--- src/rtl/fir_pkg.sv ---
// fir_pkg
// Shared definitions for the FIR MAC frame sequencer: default frame geometry,
// derived counter widths, grant-slot bounds, the sequencer state encoding and
// a helper used to reject frame geometries that cannot fit a full
// accumulate pass plus one grant window.
package fir_pkg;

  localparam int CLK_DIV = 20;  // clocks per sample frame
  localparam int NUM_TAP = 10;  // MAC steps per frame
  localparam int UPD_CYC = 4;   // clocks per coefficient grant window
  localparam int CNT_W   = 16;  // completed-frame counter width

  localparam int DIV_W = $clog2(CLK_DIV);
  localparam int TAP_W = 4;
  localparam int UPD_W = $clog2(UPD_CYC + 1);

  // First idle divider slot after DONE, and the last slot from which a full
  // grant window still ends before the next strobe.
  localparam int FIRST_GNT_SLOT = NUM_TAP + 3;
  localparam int LAST_GNT_SLOT  = CLK_DIV - 1 - UPD_CYC;

  typedef enum logic [2:0] {
    IDLE,
    CLEAR,
    MAC,
    DONE,
    UPDATE
  } fir_state_e;

  function automatic bit cfg_ok(int clk_div, int num_tap, int upd_cyc);
    return clk_div >= num_tap + 3 + upd_cyc;
  endfunction

  localparam bit CFG_OK = cfg_ok(CLK_DIV, NUM_TAP, UPD_CYC);

endpackage

--- src/rtl/fir_mac_sequencer_if.sv ---
// fir_mac_sequencer_if
// Control/status bundle between the host side and the frame sequencer.
//   iEnable        run enable (host -> sequencer)
//   iCoeffReq      coefficient write window request, level (host -> sequencer)
//   oEnSample600k  delay-chain shift strobe
//   oAccClr        accumulator clear
//   oMacEn         MAC step enable
//   oTapSel        tap index during MAC
//   oAccDone       result-valid pulse
//   oCoeffGnt      coefficient write window active
//   oBusy          clear/MAC/done in progress
//   oSampleCnt     completed frames
interface fir_mac_sequencer_if;
  import fir_pkg::*;

  logic             iEnable;
  logic             iCoeffReq;
  logic             oEnSample600k;
  logic             oAccClr;
  logic             oMacEn;
  logic [TAP_W-1:0] oTapSel;
  logic             oAccDone;
  logic             oCoeffGnt;
  logic             oBusy;
  logic [CNT_W-1:0] oSampleCnt;

  modport master (
    output iEnable, iCoeffReq,
    input  oEnSample600k, oAccClr, oMacEn, oTapSel, oAccDone,
           oCoeffGnt, oBusy, oSampleCnt
  );

  modport slave (
    input  iEnable, iCoeffReq,
    output oEnSample600k, oAccClr, oMacEn, oTapSel, oAccDone,
           oCoeffGnt, oBusy, oSampleCnt
  );

endinterface

--- src/rtl/fir_sample_divider.sv ---
// fir_sample_divider
// Frame divider: counts 0..CLK_DIV-1 and issues a one-cycle strobe while the
// count is 0. At the frame end (CLK_DIV-1) it parks when the run enable is
// low or while a coefficient grant is still open, so a strobe can never land
// inside a grant window.
//   iClk12M     system clock
//   iRst        async active-high reset
//   run_en      run enable
//   upd_active  sequencer is in its grant window
//   div_cnt     frame position
//   strobe      registered, high exactly while div_cnt == 0
//   held        divider parked at frame end by run_en low
module fir_sample_divider
  import fir_pkg::*;
(
  input  logic             iClk12M,
  input  logic             iRst,
  input  logic             run_en,
  input  logic             upd_active,
  output logic [DIV_W-1:0] div_cnt,
  output logic             strobe,
  output logic             held
);

  logic             at_end;
  logic             hold;
  logic [DIV_W-1:0] div_nxt;

  always_comb begin
    at_end = (div_cnt == DIV_W'(CLK_DIV - 1));
    hold   = at_end && (!run_en || upd_active);
    held   = at_end && !run_en;
    if (hold) begin
      div_nxt = div_cnt;
    end else if (at_end) begin
      div_nxt = '0;
    end else begin
      div_nxt = div_cnt + 1'b1;
    end
  end

  always_ff @(posedge iClk12M or posedge iRst) begin
    if (iRst) begin
      div_cnt <= DIV_W'(CLK_DIV - 1);
      strobe  <= 1'b0;
    end else begin
      div_cnt <= div_nxt;
      strobe  <= (div_nxt == '0);
    end
  end

endmodule

--- src/rtl/fir_mac_sequencer.sv ---
// fir_mac_sequencer
// Frame scheduler for the FIR delay chain and tap MAC datapath. Each sample
// strobe starts one accumulate pass (clear, NUM_TAP MAC steps, done). Host
// coefficient writes are granted only in idle slots of the frame, or at any
// time while the divider is parked with the run enable low.
//   iClk12M  system clock, 12 MHz
//   iRst     async active-high reset
//   bus      fir_mac_sequencer_if.slave (enable/request in, sequencing out)
//
// state  | meaning
// -------+-----------------------------------------------------------
// IDLE   | waiting for the strobe or a legal grant slot
// CLEAR  | one-cycle accumulator clear
// MAC    | NUM_TAP MAC steps, tap index 0..NUM_TAP-1
// DONE   | one-cycle result-valid pulse, frame counter bumps on exit
// UPDATE | coefficient write window, UPD_CYC cycles
module fir_mac_sequencer
  import fir_pkg::*;
(
  input logic               iClk12M,
  input logic               iRst,
  fir_mac_sequencer_if.slave bus
);

  if (!CFG_OK) begin : g_cfg_chk
    $error("fir_pkg: CLK_DIV must be >= NUM_TAP + 3 + UPD_CYC");
  end

  fir_state_e       state;
  logic [DIV_W-1:0] div_cnt;
  logic             strobe;
  logic             held;
  logic             upd_active;
  logic [TAP_W-1:0] tap_cnt;
  logic [UPD_W-1:0] upd_cnt;
  logic             req_pend;
  logic             gnt_used;
  logic             req_any;
  logic             in_slot;
  logic             gnt_ok;
  logic             acc_clr;
  logic             mac_en;
  logic             acc_done;
  logic             coeff_gnt;
  logic             busy;
  logic [CNT_W-1:0] sample_cnt;

  assign upd_active = (state == UPDATE);

  fir_sample_divider u_div (
    .iClk12M    (iClk12M),
    .iRst       (iRst),
    .run_en     (bus.iEnable),
    .upd_active (upd_active),
    .div_cnt    (div_cnt),
    .strobe     (strobe),
    .held       (held)
  );

  // A request seen outside a legal slot is remembered so a short pulse that
  // arrives too late in the frame is served at the first slot of the next.
  assign req_any = bus.iCoeffReq | req_pend;
  assign in_slot = (div_cnt >= DIV_W'(FIRST_GNT_SLOT)) &&
                   (div_cnt <= DIV_W'(LAST_GNT_SLOT)) && !gnt_used;
  assign gnt_ok  = req_any && (in_slot || held);

  always_ff @(posedge iClk12M or posedge iRst) begin
    if (iRst) begin
      state      <= IDLE;
      tap_cnt    <= '0;
      upd_cnt    <= '0;
      req_pend   <= 1'b0;
      gnt_used   <= 1'b0;
      acc_clr    <= 1'b0;
      mac_en     <= 1'b0;
      acc_done   <= 1'b0;
      coeff_gnt  <= 1'b0;
      busy       <= 1'b0;
      sample_cnt <= '0;
    end else begin
      acc_clr   <= 1'b0;
      mac_en    <= 1'b0;
      acc_done  <= 1'b0;
      coeff_gnt <= 1'b0;
      busy      <= 1'b0;

      if (strobe) begin
        gnt_used <= 1'b0;
      end
      // Requests held through a grant window are not latched, so dropping
      // the request during its own window leaves nothing pending.
      if (bus.iCoeffReq && state != UPDATE) begin
        req_pend <= 1'b1;
      end

      case (state)
        IDLE: begin
          if (strobe) begin
            state   <= CLEAR;
            acc_clr <= 1'b1;
            busy    <= 1'b1;
          end else if (gnt_ok) begin
            state     <= UPDATE;
            upd_cnt   <= UPD_W'(UPD_CYC - 1);
            coeff_gnt <= 1'b1;
            req_pend  <= 1'b0;
            gnt_used  <= 1'b1;
          end
        end
        CLEAR: begin
          state   <= MAC;
          tap_cnt <= '0;
          mac_en  <= 1'b1;
          busy    <= 1'b1;
        end
        MAC: begin
          busy <= 1'b1;
          if (tap_cnt == TAP_W'(NUM_TAP - 1)) begin
            state    <= DONE;
            tap_cnt  <= '0;
            acc_done <= 1'b1;
          end else begin
            tap_cnt <= tap_cnt + 1'b1;
            mac_en  <= 1'b1;
          end
        end
        DONE: begin
          state      <= IDLE;
          sample_cnt <= sample_cnt + 1'b1;
        end
        UPDATE: begin
          if (upd_cnt == '0) begin
            state <= IDLE;
          end else begin
            upd_cnt   <= upd_cnt - 1'b1;
            coeff_gnt <= 1'b1;
          end
        end
        default: begin
          state <= IDLE;
        end
      endcase
    end
  end

  assign bus.oEnSample600k = strobe;
  assign bus.oAccClr       = acc_clr;
  assign bus.oMacEn        = mac_en;
  assign bus.oTapSel       = tap_cnt;
  assign bus.oAccDone      = acc_done;
  assign bus.oCoeffGnt     = coeff_gnt;
  assign bus.oBusy         = busy;
  assign bus.oSampleCnt    = sample_cnt;

endmodule

--- src/flat_wrapper.sv ---
// flat-port wrapper written by rule: the top's interface ports become plain ports
module fir_mac_sequencer_flat import fir_pkg::*;
  (iClk12M, iRst, bus_iEnable, bus_iCoeffReq, bus_oEnSample600k, bus_oAccClr, bus_oMacEn, bus_oTapSel, bus_oAccDone, bus_oCoeffGnt, bus_oBusy, bus_oSampleCnt);
  fir_mac_sequencer_if bus_i ();
  input logic iClk12M;
  input logic iRst;
  input wire logic [$bits(bus_i.iEnable)-1:0] bus_iEnable;
  input wire logic [$bits(bus_i.iCoeffReq)-1:0] bus_iCoeffReq;
  output wire logic [$bits(bus_i.oEnSample600k)-1:0] bus_oEnSample600k;
  output wire logic [$bits(bus_i.oAccClr)-1:0] bus_oAccClr;
  output wire logic [$bits(bus_i.oMacEn)-1:0] bus_oMacEn;
  output wire logic [$bits(bus_i.oTapSel)-1:0] bus_oTapSel;
  output wire logic [$bits(bus_i.oAccDone)-1:0] bus_oAccDone;
  output wire logic [$bits(bus_i.oCoeffGnt)-1:0] bus_oCoeffGnt;
  output wire logic [$bits(bus_i.oBusy)-1:0] bus_oBusy;
  output wire logic [$bits(bus_i.oSampleCnt)-1:0] bus_oSampleCnt;
  assign bus_i.iEnable = bus_iEnable;
  assign bus_i.iCoeffReq = bus_iCoeffReq;
  assign bus_oEnSample600k = bus_i.oEnSample600k;
  assign bus_oAccClr = bus_i.oAccClr;
  assign bus_oMacEn = bus_i.oMacEn;
  assign bus_oTapSel = bus_i.oTapSel;
  assign bus_oAccDone = bus_i.oAccDone;
  assign bus_oCoeffGnt = bus_i.oCoeffGnt;
  assign bus_oBusy = bus_i.oBusy;
  assign bus_oSampleCnt = bus_i.oSampleCnt;
  fir_mac_sequencer u_core (.iClk12M(iClk12M), .iRst(iRst), .bus(bus_i));
endmodule
--- config.mk ---
export PLATFORM = sky130hd
export DESIGN_NAME = fir_mac_sequencer_flat
export DESIGN_NICKNAME = d
export VERILOG_FILES = /design/src/rtl/fir_pkg.sv /design/src/rtl/fir_mac_sequencer_if.sv /design/src/rtl/fir_sample_divider.sv /design/src/rtl/fir_mac_sequencer.sv /design/src/flat_wrapper.sv
export SDC_FILE = /design/constraint.sdc
export NUM_CORES = 1
export LEC_CHECK = 0
export ABC_AREA = 1
export ABC_CLOCK_PERIOD_IN_PS = 2150
export CELL_PAD_IN_SITES_DETAIL_PLACEMENT = 0
export CELL_PAD_IN_SITES_GLOBAL_PLACEMENT = 1
export CORE_MARGIN = 2
export CORE_UTILIZATION = 40
export DETAILED_ROUTE_END_ITERATION = 16
export PLACE_DENSITY = 0.85
export SLEW_MARGIN = 10
export SYNTH_ARGS = -nofsm -noshare
export SYNTH_HDL_FRONTEND = slang
export SYNTH_SLANG_ARGS = --single-unit
--- constraint.sdc ---
create_clock -name iClk12M -period 2.15 [get_ports iClk12M]
set_clock_uncertainty 0.05 [all_clocks]
set_input_delay 0.645 -clock iClk12M [delete_from_list [all_inputs] [get_ports iClk12M]]
set_output_delay 0.645 -clock iClk12M [all_outputs]
set_load 0.01 [all_outputs]
* Word level (Yosys, flattened, before mapping)
Cells that the tools add are included.
** Operators by class
- Add/sub/neg operators :: 4
- Div/mod/pow operators :: 0
- Shift operators :: 0
- Eq/ne operators :: 13
- Bitwise logic cells :: 1
- Muxes and demuxes :: 32
- Multiply operators :: 0
- Reduce and logical (&&, ||, !) cells :: 18
- Order comparisons :: 2
** Operator list (count)
- 3-bit two-way mux :: 7
- 16-bit by 1-bit adder with 16-bit output, second input constant :: 1
- 1-bit two-way mux :: 16
- 3-bit one-hot mux with 4 select lines :: 1
- 5-bit two-way mux :: 2
- 4-bit one-hot mux with 2 select lines :: 1
- 3-bit by 2-bit equality test with 1-bit output, second input constant :: 2
- 1-bit logical AND :: 6
- 3-bit logical NOT :: 2
- 2-bit by 1-bit inequality test with 1-bit output, second input constant :: 3
- 1-bit one-hot mux with 2 select lines :: 3
- 3-bit one-hot mux with 2 select lines :: 1
- 5-bit by 1-bit adder with 5-bit output, second input constant :: 1
- 5-bit equality test, second input constant :: 1
- 5-bit by 4-bit greater-or-equal comparator with 1-bit output, second input constant :: 1
- 5-bit by 4-bit <= comparator with 1-bit output, second input constant :: 1
- 5-bit logical NOT :: 1
- 4-bit by 1-bit adder with 4-bit output, second input constant :: 1
- 4-bit equality test, second input constant :: 1
- 4-bit two-way mux :: 1
- 2-bit inequality test, second input constant :: 2
- 4-bit AND reduction :: 1
- 2-bit nonzero test :: 2
- 3-bit by 1-bit equality test with 1-bit output, second input constant :: 1
- other kinds (9) :: 11
** Storage, ports and cells
- Bits of input ports :: 4
- RAM bits :: 0
- Logic and storage cells :: 83
- Memories kept :: 0
- ROM bits :: 0
- Latch bits :: 0
- Output and inout port bits :: 26
- Bits in registers :: 39

* Longest topological paths before layout
Gate-level depths: netlist of the first run.
- Depth after elaboration :: 8
- Mapped depth :: 12
- Mapped depth without buffers :: 12

* Hierarchy
A second synthesis of the first run with hierarchy kept.
** Second synthesis, totals
- Cells, all modules :: 241
- Area, all modules :: 1995.7 um2
** By module, submodules not included
- fir_mac_sequencer :: instances 1, seq. area each 825.8 um2, area an instance 1654.1 um2, cells an instance 196
- fir_sample_divider :: instances 1, seq. area each 153.9 um2, area an instance 341.6 um2, cells an instance 45

* Least setup slack after synthesis of the first run
Ideal clock, no wire load.
- Kind :: flip-flop to flip-flop
- From :: register u_core.u_div.div_cnt[0]
- To :: register u_core.upd_cnt[0]
- Setup slack :: 466 ps
- Path buffers :: 0
- Setup time :: 65 ps
- Clock period less this slack :: 1684 ps
- Cell stages (with the launch flop) :: 13
- Data arrival time :: 1569 ps
- Data required time :: 2035 ps
- Cell sequence :: dfstp_2 > ha_1 > inv_1 > nor2_1 > ha_1 > inv_1 > nand2_1 > nand3_1 > nand2_1 > nand3_2 > nand2_2 > nand2_1 > nand2_1
** On the way
- Longest elaborated chain between the ends :: 7
- Elaborated cells between the ends (all ways) :: 10
- Classes of those cells :: 2 x order compare; 2 x eq/ne; 6 x reduce/logical
** Ends and longest elaborated chain
- from (decl) :: line fir_sample_divider.sv:20 : output logic [DIV_W-1:0] div_cnt,
- from (signal assigned) :: line fir_sample_divider.sv:44 : div_cnt <= DIV_W'(CLK_DIV - 1);
- from (signal assigned) :: line fir_sample_divider.sv:47 : div_cnt <= div_nxt;
- 5-bit by 4-bit greater-or-equal comparator with 1-bit output or 5-bit by 4-bit <= comparator with 1-bit output (tied branches) :: line fir_mac_sequencer.sv:63, fir_mac_sequencer.sv:64
- 1-bit logical AND :: line fir_mac_sequencer.sv:63 : assign in_slot = (div_cnt >= DIV_W'(FIRST_GNT_SLOT)) &&
- 1-bit logical AND :: line fir_mac_sequencer.sv:64 : (div_cnt <= DIV_W'(LAST_GNT_SLOT)) && !gnt_used;
- 1-bit logical OR (*) :: line fir_mac_sequencer.sv:65 : assign gnt_ok = req_any && (in_slot || held);
- 1-bit logical AND (*) :: line fir_mac_sequencer.sv:65
- 2-bit by 1-bit inequality test with 1-bit output (no line) (*)
- 4-bit AND reduction (no line) (*)
- to (signal assigned) :: line fir_mac_sequencer.sv:104 : upd_cnt <= UPD_W'(UPD_CYC - 1);
- to (signal assigned) :: line fir_mac_sequencer.sv:135 : upd_cnt <= upd_cnt - 1'b1;
- to (decl) :: line fir_mac_sequencer.sv:35 : logic [UPD_W-1:0] upd_cnt;
Every way passes the cells marked *; elsewhere a longest branch is shown, timed or not.
A chain may end at the register's enable or synchronous reset.

* Worst setup path after layout of the first run
- From :: register u_core.sample_cnt[3], in the netlist u_core.bus.oSampleCnt[3]
- To :: output port bus_oSampleCnt[3]
** RTL lines
- from (decl) :: line fir_mac_sequencer.sv:46 : logic [CNT_W-1:0] sample_cnt;
- from (signal assigned) :: line fir_mac_sequencer.sv:129 : sample_cnt <= sample_cnt + 1'b1;
- to (decl) :: line flat_wrapper.sv:16 : output wire logic [$bits(bus_i.oSampleCnt)-1:0] bus_oSampleCnt;
No word-level cell between the ends.

==> results of run 1 <==
==> where the power goes <==
group          switching, W  total [W]  leakage (nW)  internal, W
combinational      0.000529   0.000901         0.626     0.000373
clock              0.000278   0.000510        0.0443     0.000232
sequential         0.000168    0.00110         0.512     0.000930
total              0.000975    0.00251          1.18      0.00153
==> logic make-up (layout without fill, tap and decap cells) <==
kind of cell	Yosys count	count (layout)	share of synthesized area (%)
AO/OA/AOI/OAI	18	18	5.133
XOR/XNOR	16	16	7.277
adder cells (fa/ha/maj)	8	8	5.198
buffers and inverters	39	77	7.667
flip-flops	39	39	50.88
AND/OR/NAND/NOR	89	89	23.85
==> per-layer routing <==
metal  part of all wire, %  global-route usage (%)
met1                    43                   16.64
met2                    51                   25.63
met3                   3.4                   4.252
met4                   2.9                   7.273
met5                     0                       0
==> synthesized netlist by cell type <==
cell type / n / area [um2]
sky130_fd_sc_hd__nand3_1: 10 / 50.05
sky130_fd_sc_hd__nor2_2: 2 / 12.51
sky130_fd_sc_hd__o21ai_1: 6 / 30.03
sky130_fd_sc_hd__nand4_4: 1 / 21.27
sky130_fd_sc_hd__inv_2: 8 / 30.03
sky130_fd_sc_hd__nor3_4: 1 / 16.27
sky130_fd_sc_hd__xnor2_1: 6 / 52.55
sky130_fd_sc_hd__xor2_1: 10 / 87.58
sky130_fd_sc_hd__nor2_1: 14 / 52.55
sky130_fd_sc_hd__a31o_2: 1 / 8.760
sky130_fd_sc_hd__nand2_1: 47 / 176.4
sky130_fd_sc_hd__nand2_2: 2 / 12.51
sky130_fd_sc_hd__dfstp_2: 3 / 78.83
sky130_fd_sc_hd__nor3_2: 1 / 10.01
sky130_fd_sc_hd__o211ai_1: 1 / 7.510
sky130_fd_sc_hd__o21ai_0: 5 / 25.02
sky130_fd_sc_hd__ha_1: 8 / 100.1
sky130_fd_sc_hd__nand4_1: 4 / 25.02
sky130_fd_sc_hd__inv_1: 30 / 112.6
sky130_fd_sc_hd__nand3_2: 2 / 20.02
sky130_fd_sc_hd__a21oi_1: 3 / 15.01
sky130_fd_sc_hd__nand2_4: 1 / 11.26
sky130_fd_sc_hd__o22ai_1: 1 / 6.260
sky130_fd_sc_hd__a31oi_1: 1 / 6.260
sky130_fd_sc_hd__nand3_4: 1 / 17.52
sky130_fd_sc_hd__nor2_4: 3 / 33.78
sky130_fd_sc_hd__clkinv_2: 1 / 5.000
sky130_fd_sc_hd__dfrtp_1: 36 / 900.9
==> registers in the layout, indices dropped and copies added (netlist names) <==
signal	cells
u_core.u_div.div_cnt	5
u_core.req_pend	1
u_core.bus.oTapSel	4
u_core.bus.oAccClr	1
u_core.bus.oBusy	1
u_core.state	3
u_core.bus.oSampleCnt	16
u_core.bus.oAccDone	1
u_core.gnt_used	1
u_core.bus.oMacEn	1
u_core.bus.oCoeffGnt	1
u_core.u_div.strobe	1
u_core.upd_cnt	3
==> metrics by stage <==
step                      setup slack [ns]  total power (W)  instances  utilization [%]  cell area, um2
final                               0.1134         0.002510        301            51.09            2397
after global routing               0.06584         0.002724        301            51.09            2397
after CTS                          0.07948         0.002544        301            51.09            2397
after detailed placement            0.2825         0.002023        293            49.09            2303
after global placement              0.3156         0.002005        293            49.09            2303
after floorplan                     0.4658         0.001725        209                -            1926
==> layout make-up <==
type / count / area, um2
fillers: 433 / 2295
well taps: 54 / 67.56
inverters: 39 / 147.6
repair buffers: 30 / 310.3
clock buffers: 5 / 68.82
multi-input cells: 131 / 798.3
flip-flops and latches: 39 / 979.7
clock inverters: 3 / 25.02
==> worst min path at each step <==
stage	cells after the start	to	slack (ns)
after CTS	1	u_core.bus.oSampleCnt[15]$_DFFE_PP0N_	0.43
after floorplan	2	u_core.upd_cnt[1]$_DFFE_PP0P_	0.43
final	1	u_core.bus.oSampleCnt[15]$_DFFE_PP0N_	0.43
after global placement	1	u_core.bus.oSampleCnt[15]$_DFFE_PP0N_	0.41
after global routing	1	u_core.bus.oSampleCnt[15]$_DFFE_PP0N_	0.46
after detailed placement	1	u_core.bus.oSampleCnt[15]$_DFFE_PP0N_	0.41
==> flow_results.xml, run 1 <==
<?xml version="1.0" encoding="UTF-8"?>
<metrics>
  <group name="run_status">
    <metric name="outcome" unit="">completed</metric>
  </group>
  <group name="global_routing">
    <metric name="global_route.usage.total" unit="%">14.81</metric>
    <metric name="grt_first_pass_wirelength" unit="um">6072</metric>
    <metric name="first_global_vias" unit="">1451</metric>
    <metric name="grt_start_max_net_pins" unit="">40</metric>
    <metric name="grt_antenna_before_repair" unit="">0</metric>
    <metric name="global_route.overflow_total" unit="">0</metric>
  </group>
  <group name="die">
    <metric name="start_util" unit="%">41.04</metric>
    <metric name="core" unit="um2">4692</metric>
    <metric name="floorplan.die_area" unit="um2">5385</metric>
    <metric name="die_width" unit="um">73.38</metric>
    <metric name="chipHeight" unit="um">73.38</metric>
    <metric name="io_pins" unit="">30</metric>
    <metric name="floorplan.rows" unit="">25</metric>
  </group>
  <group name="sta">
    <metric name="worst_slew_margin_rel" unit="%">68.93</metric>
    <metric name="final_period_util" unit="%">94.73</metric>
    <metric name="finalHoldViolations" unit="">0</metric>
    <metric name="totalNegativeSetupSlack" unit="ns">0</metric>
    <metric name="fmaxAchievable" unit="GHz">0.4910</metric>
    <metric name="finalHoldWorstSlack" unit="ns">0.4262</metric>
    <metric name="final-setup-viol-count" unit="">0</metric>
    <metric name="finalMaxSlewViolations" unit="">0</metric>
    <metric name="final_period_minus_worst_setup_slack" unit="ns">2.037</metric>
    <metric name="tightestPinTransition" unit="ns">0.4636</metric>
    <metric name="grt_setup_unrepaired" unit="">false</metric>
  </group>
  <group name="critical_path">
    <metric name="timing.critical_path.slowest_stage_cell" unit="">sky130_fd_sc_hd__clkdlybuf4s50_1</metric>
    <metric name="timing.critical_path.required" unit="ns">1.45</metric>
    <metric name="crit-reg2reg-launch" unit="">u_core.u_div.div_cnt[0]$_DFF_PP1_</metric>
    <metric name="crit_start" unit="">u_core.bus.oSampleCnt[3]$_DFFE_PP0N_</metric>
    <metric name="worstPathMaxFanout" unit="">5</metric>
    <metric name="buf_inv_stages_crit_path" unit="">1</metric>
    <metric name="depth_of_the_critical_timing_path_with_buffers_and_inverters_included" unit="">1</metric>
    <metric name="crit_end" unit="">bus_oSampleCnt[3]</metric>
    <metric name="critPathTopFamily" unit="">buffers and inverters</metric>
    <metric name="critPathKind" unit="">flop to output port</metric>
    <metric name="regToRegEndpoint" unit="">u_core.upd_cnt[0]$_DFFE_PP0P_</metric>
    <metric name="r2r.worst_path.cells" unit="">12</metric>
    <metric name="cp_cell_sequence" unit="">clkdlybuf4s50_1</metric>
    <metric name="crit_path_start_kind" unit="">flop</metric>
    <metric name="worst-endpoint-arrival" unit="ns">1.34</metric>
    <metric name="critPathCaptureType" unit="">output port</metric>
    <metric name="highest_cell_delay_on_the_worst_timing_path" unit="ns">0.58</metric>
    <metric name="setup.reg_to_reg.worst_slack" unit="ns">0.25</metric>
  </group>
  <group name="detailed_routing">
    <metric name="detail_route.wl_per_cell" unit="um">11.41</metric>
    <metric name="ant_nets" unit="">0</metric>
    <metric name="drt_first_pass_iters" unit="">4</metric>
    <metric name="viasPerCell" unit="">4.777</metric>
    <metric name="drt_iter0_markers" unit="">71</metric>
    <metric name="route.detailed.drc" unit="">0</metric>
    <metric name="dr_total_vias" unit="">1438</metric>
    <metric name="detailed_route_wire_length" unit="um">3434</metric>
  </group>
  <group name="clock_network">
    <metric name="cts_max_level" unit="">2</metric>
    <metric name="cts-hold-fix-buffers" unit="">0</metric>
    <metric name="clkTransAtPathRegs" unit="ns">0.09</metric>
    <metric name="tritoncts" unit="">done</metric>
    <metric name="cts_max_path_buffers" unit="">2</metric>
    <metric name="cts-root-buf" unit="">sky130_fd_sc_hd__clkbuf_8</metric>
    <metric name="clk-insertion-delay-late" unit="ns">0.30</metric>
    <metric name="postCtsSetupRepairBufs" unit="">0</metric>
    <metric name="clock_sinks" unit="">39</metric>
    <metric name="post_cts_resize_count" unit="">0</metric>
    <metric name="cts_made_buffers" unit="">5</metric>
  </group>
  <group name="layout">
    <metric name="layout.cells.most_common" unit="">sky130_fd_sc_hd__nand2_1</metric>
    <metric name="layout.nets" unit="">258</metric>
    <metric name="layout_cell_share_with_drive_strength_beyond_1" unit="%">14.57</metric>
    <metric name="antenna_cells" unit="">0</metric>
    <metric name="mostFrequentLayoutCells" unit="">sky130_fd_sc_hd__nand2_1 (47), sky130_fd_sc_hd__dfrtp_1 (36), sky130_fd_sc_hd__inv_1 (30)</metric>
    <metric name="flow.area_growth_from_synthesis" unit="%">24.50</metric>
  </group>
  <group name="synth">
    <metric name="synth-warning-count" unit="">0</metric>
    <metric name="synth_instances" unit="">209</metric>
    <metric name="synthesis.nets" unit="">221</metric>
    <metric name="synth_sequential_area_ratio" unit="%">50.88</metric>
    <metric name="yosys_register_bits" unit="">39</metric>
    <metric name="avgSynthCellArea" unit="um2">9.213</metric>
    <metric name="post_synthesis_instance_area" unit="um2">1926</metric>
    <metric name="synth.distinct_cells" unit="">28</metric>
  </group>
  <group name="power">
    <metric name="pwr_density_cell" unit="nW/um2">1047</metric>
    <metric name="leakage" unit="nW">1.183</metric>
    <metric name="worst_ir_drop_vdd" unit="V">0.0004879</metric>
  </group>
  <group name="placement">
    <metric name="place_congestion" unit="">0.7969</metric>
    <metric name="io_buffers" unit="">29</metric>
    <metric name="post-dp-hpwl" unit="um">2609</metric>
  </group>
  <group name="flow_run">
    <metric name="cap_violations" unit="">0</metric>
  </group>
  <group name="min_path">
    <metric name="hold_class" unit="">flop to flop</metric>
    <metric name="holdCritStartpoint" unit="">u_core.bus.oSampleCnt[15]$_DFFE_PP0N_</metric>
  </group>
</metrics>
(Power assumes the default switching activity.)
==> run 2, diff against run 1 <==
CORE_MARGIN = default   (was 2)
==> flow_results.xml, run 2 (synthesis gave the netlist of run 1 again) <==
<?xml version="1.0" encoding="UTF-8"?>
<metrics>
  <group name="detailed_routing">
    <metric name="ant_nets" unit="">0</metric>
    <metric name="viasPerCell" unit="">4.712</metric>
    <metric name="drt_first_pass_iters" unit="">4</metric>
    <metric name="detail_route.wl_per_cell" unit="um">12.00</metric>
    <metric name="dr_total_vias" unit="">1409</metric>
    <metric name="detailed_route_wire_length" unit="um">3588</metric>
    <metric name="drt_iter0_markers" unit="">51</metric>
    <metric name="route.detailed.drc" unit="">0</metric>
  </group>
  <group name="sta">
    <metric name="tightestPinTransition" unit="ns">0.5103</metric>
    <metric name="final-setup-viol-count" unit="">0</metric>
    <metric name="totalNegativeSetupSlack" unit="ns">0</metric>
    <metric name="grt_setup_unrepaired" unit="">false</metric>
    <metric name="fmaxAchievable" unit="GHz">0.4844</metric>
    <metric name="final_period_minus_worst_setup_slack" unit="ns">2.064</metric>
    <metric name="final_period_util" unit="%">96.01</metric>
    <metric name="finalMaxSlewViolations" unit="">0</metric>
    <metric name="worst_slew_margin_rel" unit="%">65.79</metric>
    <metric name="finalHoldWorstSlack" unit="ns">0.4349</metric>
    <metric name="finalHoldViolations" unit="">0</metric>
  </group>
  <group name="critical_path">
    <metric name="regToRegEndpoint" unit="">u_core.upd_cnt[0]$_DFFE_PP0P_</metric>
    <metric name="cp_cell_sequence" unit="">clkdlybuf4s50_1</metric>
    <metric name="timing.critical_path.slowest_stage_cell" unit="">sky130_fd_sc_hd__clkdlybuf4s50_1</metric>
    <metric name="critPathKind" unit="">flop to output port</metric>
    <metric name="setup.reg_to_reg.worst_slack" unit="ns">0.25</metric>
    <metric name="crit-reg2reg-launch" unit="">u_core.u_div.div_cnt[0]$_DFF_PP1_</metric>
    <metric name="depth_of_the_critical_timing_path_with_buffers_and_inverters_included" unit="">1</metric>
    <metric name="critPathTopFamily" unit="">buffers and inverters</metric>
    <metric name="worstPathMaxFanout" unit="">5</metric>
    <metric name="timing.critical_path.required" unit="ns">1.45</metric>
    <metric name="r2r.worst_path.cells" unit="">12</metric>
    <metric name="critPathCaptureType" unit="">output port</metric>
    <metric name="crit_end" unit="">bus_oSampleCnt[3]</metric>
    <metric name="buf_inv_stages_crit_path" unit="">1</metric>
    <metric name="highest_cell_delay_on_the_worst_timing_path" unit="ns">0.59</metric>
    <metric name="crit_start" unit="">u_core.bus.oSampleCnt[3]$_DFFE_PP0N_</metric>
    <metric name="worst-endpoint-arrival" unit="ns">1.37</metric>
    <metric name="crit_path_start_kind" unit="">flop</metric>
  </group>
  <group name="run_status">
    <metric name="outcome" unit="">completed</metric>
  </group>
  <group name="clock_network">
    <metric name="cts_made_buffers" unit="">5</metric>
    <metric name="postCtsSetupRepairBufs" unit="">0</metric>
    <metric name="clk-insertion-delay-late" unit="ns">0.29</metric>
    <metric name="post_cts_resize_count" unit="">0</metric>
    <metric name="tritoncts" unit="">done</metric>
    <metric name="cts_max_path_buffers" unit="">2</metric>
    <metric name="cts_max_level" unit="">2</metric>
    <metric name="clkTransAtPathRegs" unit="ns">0.08</metric>
    <metric name="cts-root-buf" unit="">sky130_fd_sc_hd__clkbuf_8</metric>
    <metric name="clock_sinks" unit="">39</metric>
    <metric name="cts-hold-fix-buffers" unit="">0</metric>
  </group>
  <group name="global_routing">
    <metric name="grt_first_pass_wirelength" unit="um">6382</metric>
    <metric name="global_route.usage.total" unit="%">16.36</metric>
    <metric name="global_route.overflow_total" unit="">0</metric>
    <metric name="grt_antenna_before_repair" unit="">0</metric>
    <metric name="first_global_vias" unit="">1379</metric>
    <metric name="grt_start_max_net_pins" unit="">33</metric>
  </group>
  <group name="placement">
    <metric name="post-dp-hpwl" unit="um">2660</metric>
    <metric name="place_congestion" unit="">0.7391</metric>
    <metric name="io_buffers" unit="">29</metric>
  </group>
  <group name="min_path">
    <metric name="hold_class" unit="">flop to flop</metric>
  </group>
  <group name="layout">
    <metric name="largest_register_ffs" unit="">16</metric>
    <metric name="layout_cell_share_with_drive_strength_beyond_1" unit="%">14.57</metric>
    <metric name="layout.nets" unit="">258</metric>
    <metric name="layout.area.seq" unit="um2">979.7</metric>
    <metric name="layout.cells.most_common" unit="">sky130_fd_sc_hd__nand2_1</metric>
    <metric name="multi_input_comb_area" unit="um2">798.3</metric>
    <metric name="mostFrequentLayoutCells" unit="">sky130_fd_sc_hd__nand2_1 (47), sky130_fd_sc_hd__dfrtp_1 (36), sky130_fd_sc_hd__inv_1 (30)</metric>
    <metric name="antenna_cells" unit="">0</metric>
    <metric name="layout.filler_cells" unit="">416</metric>
    <metric name="flow.area_growth_from_synthesis" unit="%">26.58</metric>
  </group>
  <group name="power">
    <metric name="pwr_density_cell" unit="nW/um2">1125</metric>
    <metric name="worst_ir_drop_vdd" unit="V">0.0007063</metric>
    <metric name="leakage" unit="nW">1.203</metric>
  </group>
  <group name="flow_run">
    <metric name="cap_violations" unit="">0</metric>
  </group>
  <group name="die">
    <metric name="start_util" unit="%">42.75</metric>
    <metric name="die_width" unit="um">71.38</metric>
    <metric name="chipHeight" unit="um">71.38</metric>
    <metric name="floorplan.rows" unit="">24</metric>
    <metric name="io_pins" unit="">30</metric>
    <metric name="core" unit="um2">4504</metric>
    <metric name="floorplan.die_area" unit="um2">5095</metric>
  </group>
</metrics>
==> run 2: cell count changes in the layout (fill, tap and decap cells not counted) <==
cell	previous run	this run
sky130_fd_sc_hd__clkinv_4	2	0
sky130_fd_sc_hd__bufinv_16	0	2
==> run 2: power breakdown <==
part           leakage (nW)  total [W]  internal, W  switching, W
clock network        0.0644   0.000728     0.000463      0.000265
registers             0.512    0.00110     0.000930      0.000172
logic                 0.626   0.000911     0.000373      0.000537
==> run 2: how the worst min path moves through the flow <==
stage                                                     start                               endpoint  slack (ns)  cells after the start
after floorplan                   u_core.upd_cnt[1]$_DFFE_PP0P_          u_core.upd_cnt[1]$_DFFE_PP0P_        0.43                      2
after global placement    u_core.bus.oSampleCnt[15]$_DFFE_PP0N_  u_core.bus.oSampleCnt[15]$_DFFE_PP0N_        0.41                      1
after detailed placement  u_core.bus.oSampleCnt[15]$_DFFE_PP0N_  u_core.bus.oSampleCnt[15]$_DFFE_PP0N_        0.43                      1
after CTS                 u_core.bus.oSampleCnt[15]$_DFFE_PP0N_  u_core.bus.oSampleCnt[15]$_DFFE_PP0N_        0.44                      1
after global routing      u_core.bus.oSampleCnt[15]$_DFFE_PP0N_  u_core.bus.oSampleCnt[15]$_DFFE_PP0N_        0.45                      1
final                     u_core.bus.oSampleCnt[15]$_DFFE_PP0N_  u_core.bus.oSampleCnt[15]$_DFFE_PP0N_        0.43                      1
==> run 2: final cells by class <==
| type | count | area share, % |
|---|---|---|
| Sequential cell | 39 | 40.20 |
| Multi-Input combinational cell | 131 | 32.75 |
| Clock inverter | 3 | 2.772 |
| Tap cell | 52 | 2.669 |
| Timing Repair Buffer | 30 | 12.73 |
| Clock buffer | 5 | 2.823 |
| Inverter | 39 | 6.058 |
==> run 2: per-layer routing <==
layer | share of wire [%] | track usage [%] | vias up
met5 | 0 | 0 | -
met4 | 0.86 | 6.444 | 0
met3 | 2.5 | 4.360 | 2
met2 | 51 | 27.20 | 17
met1 | 45 | 20.37 | 670
li1 | - | - | 720
==> run 2: metrics by stage <==
step                area [um2]  std cells  util [%]  power (W)  worst slack (ns)
finish                    2437        299     54.11   0.002741           0.08568
CTS                       2437        299     54.11   0.002776           0.08350
global route              2437        299     54.11   0.002976           0.05360
detailed placement        2301        291     51.08   0.002038            0.2378
floorplan                 1926        209         -   0.001725            0.4658
global placement          2301        291     51.08   0.002010            0.3262
==> run 3, diff against run 2 <==
SLEW_MARGIN = default   (was 10)
==> results of run 3 <==
Same layout as run 2: the final DEF is identical, and so are final timing and power.
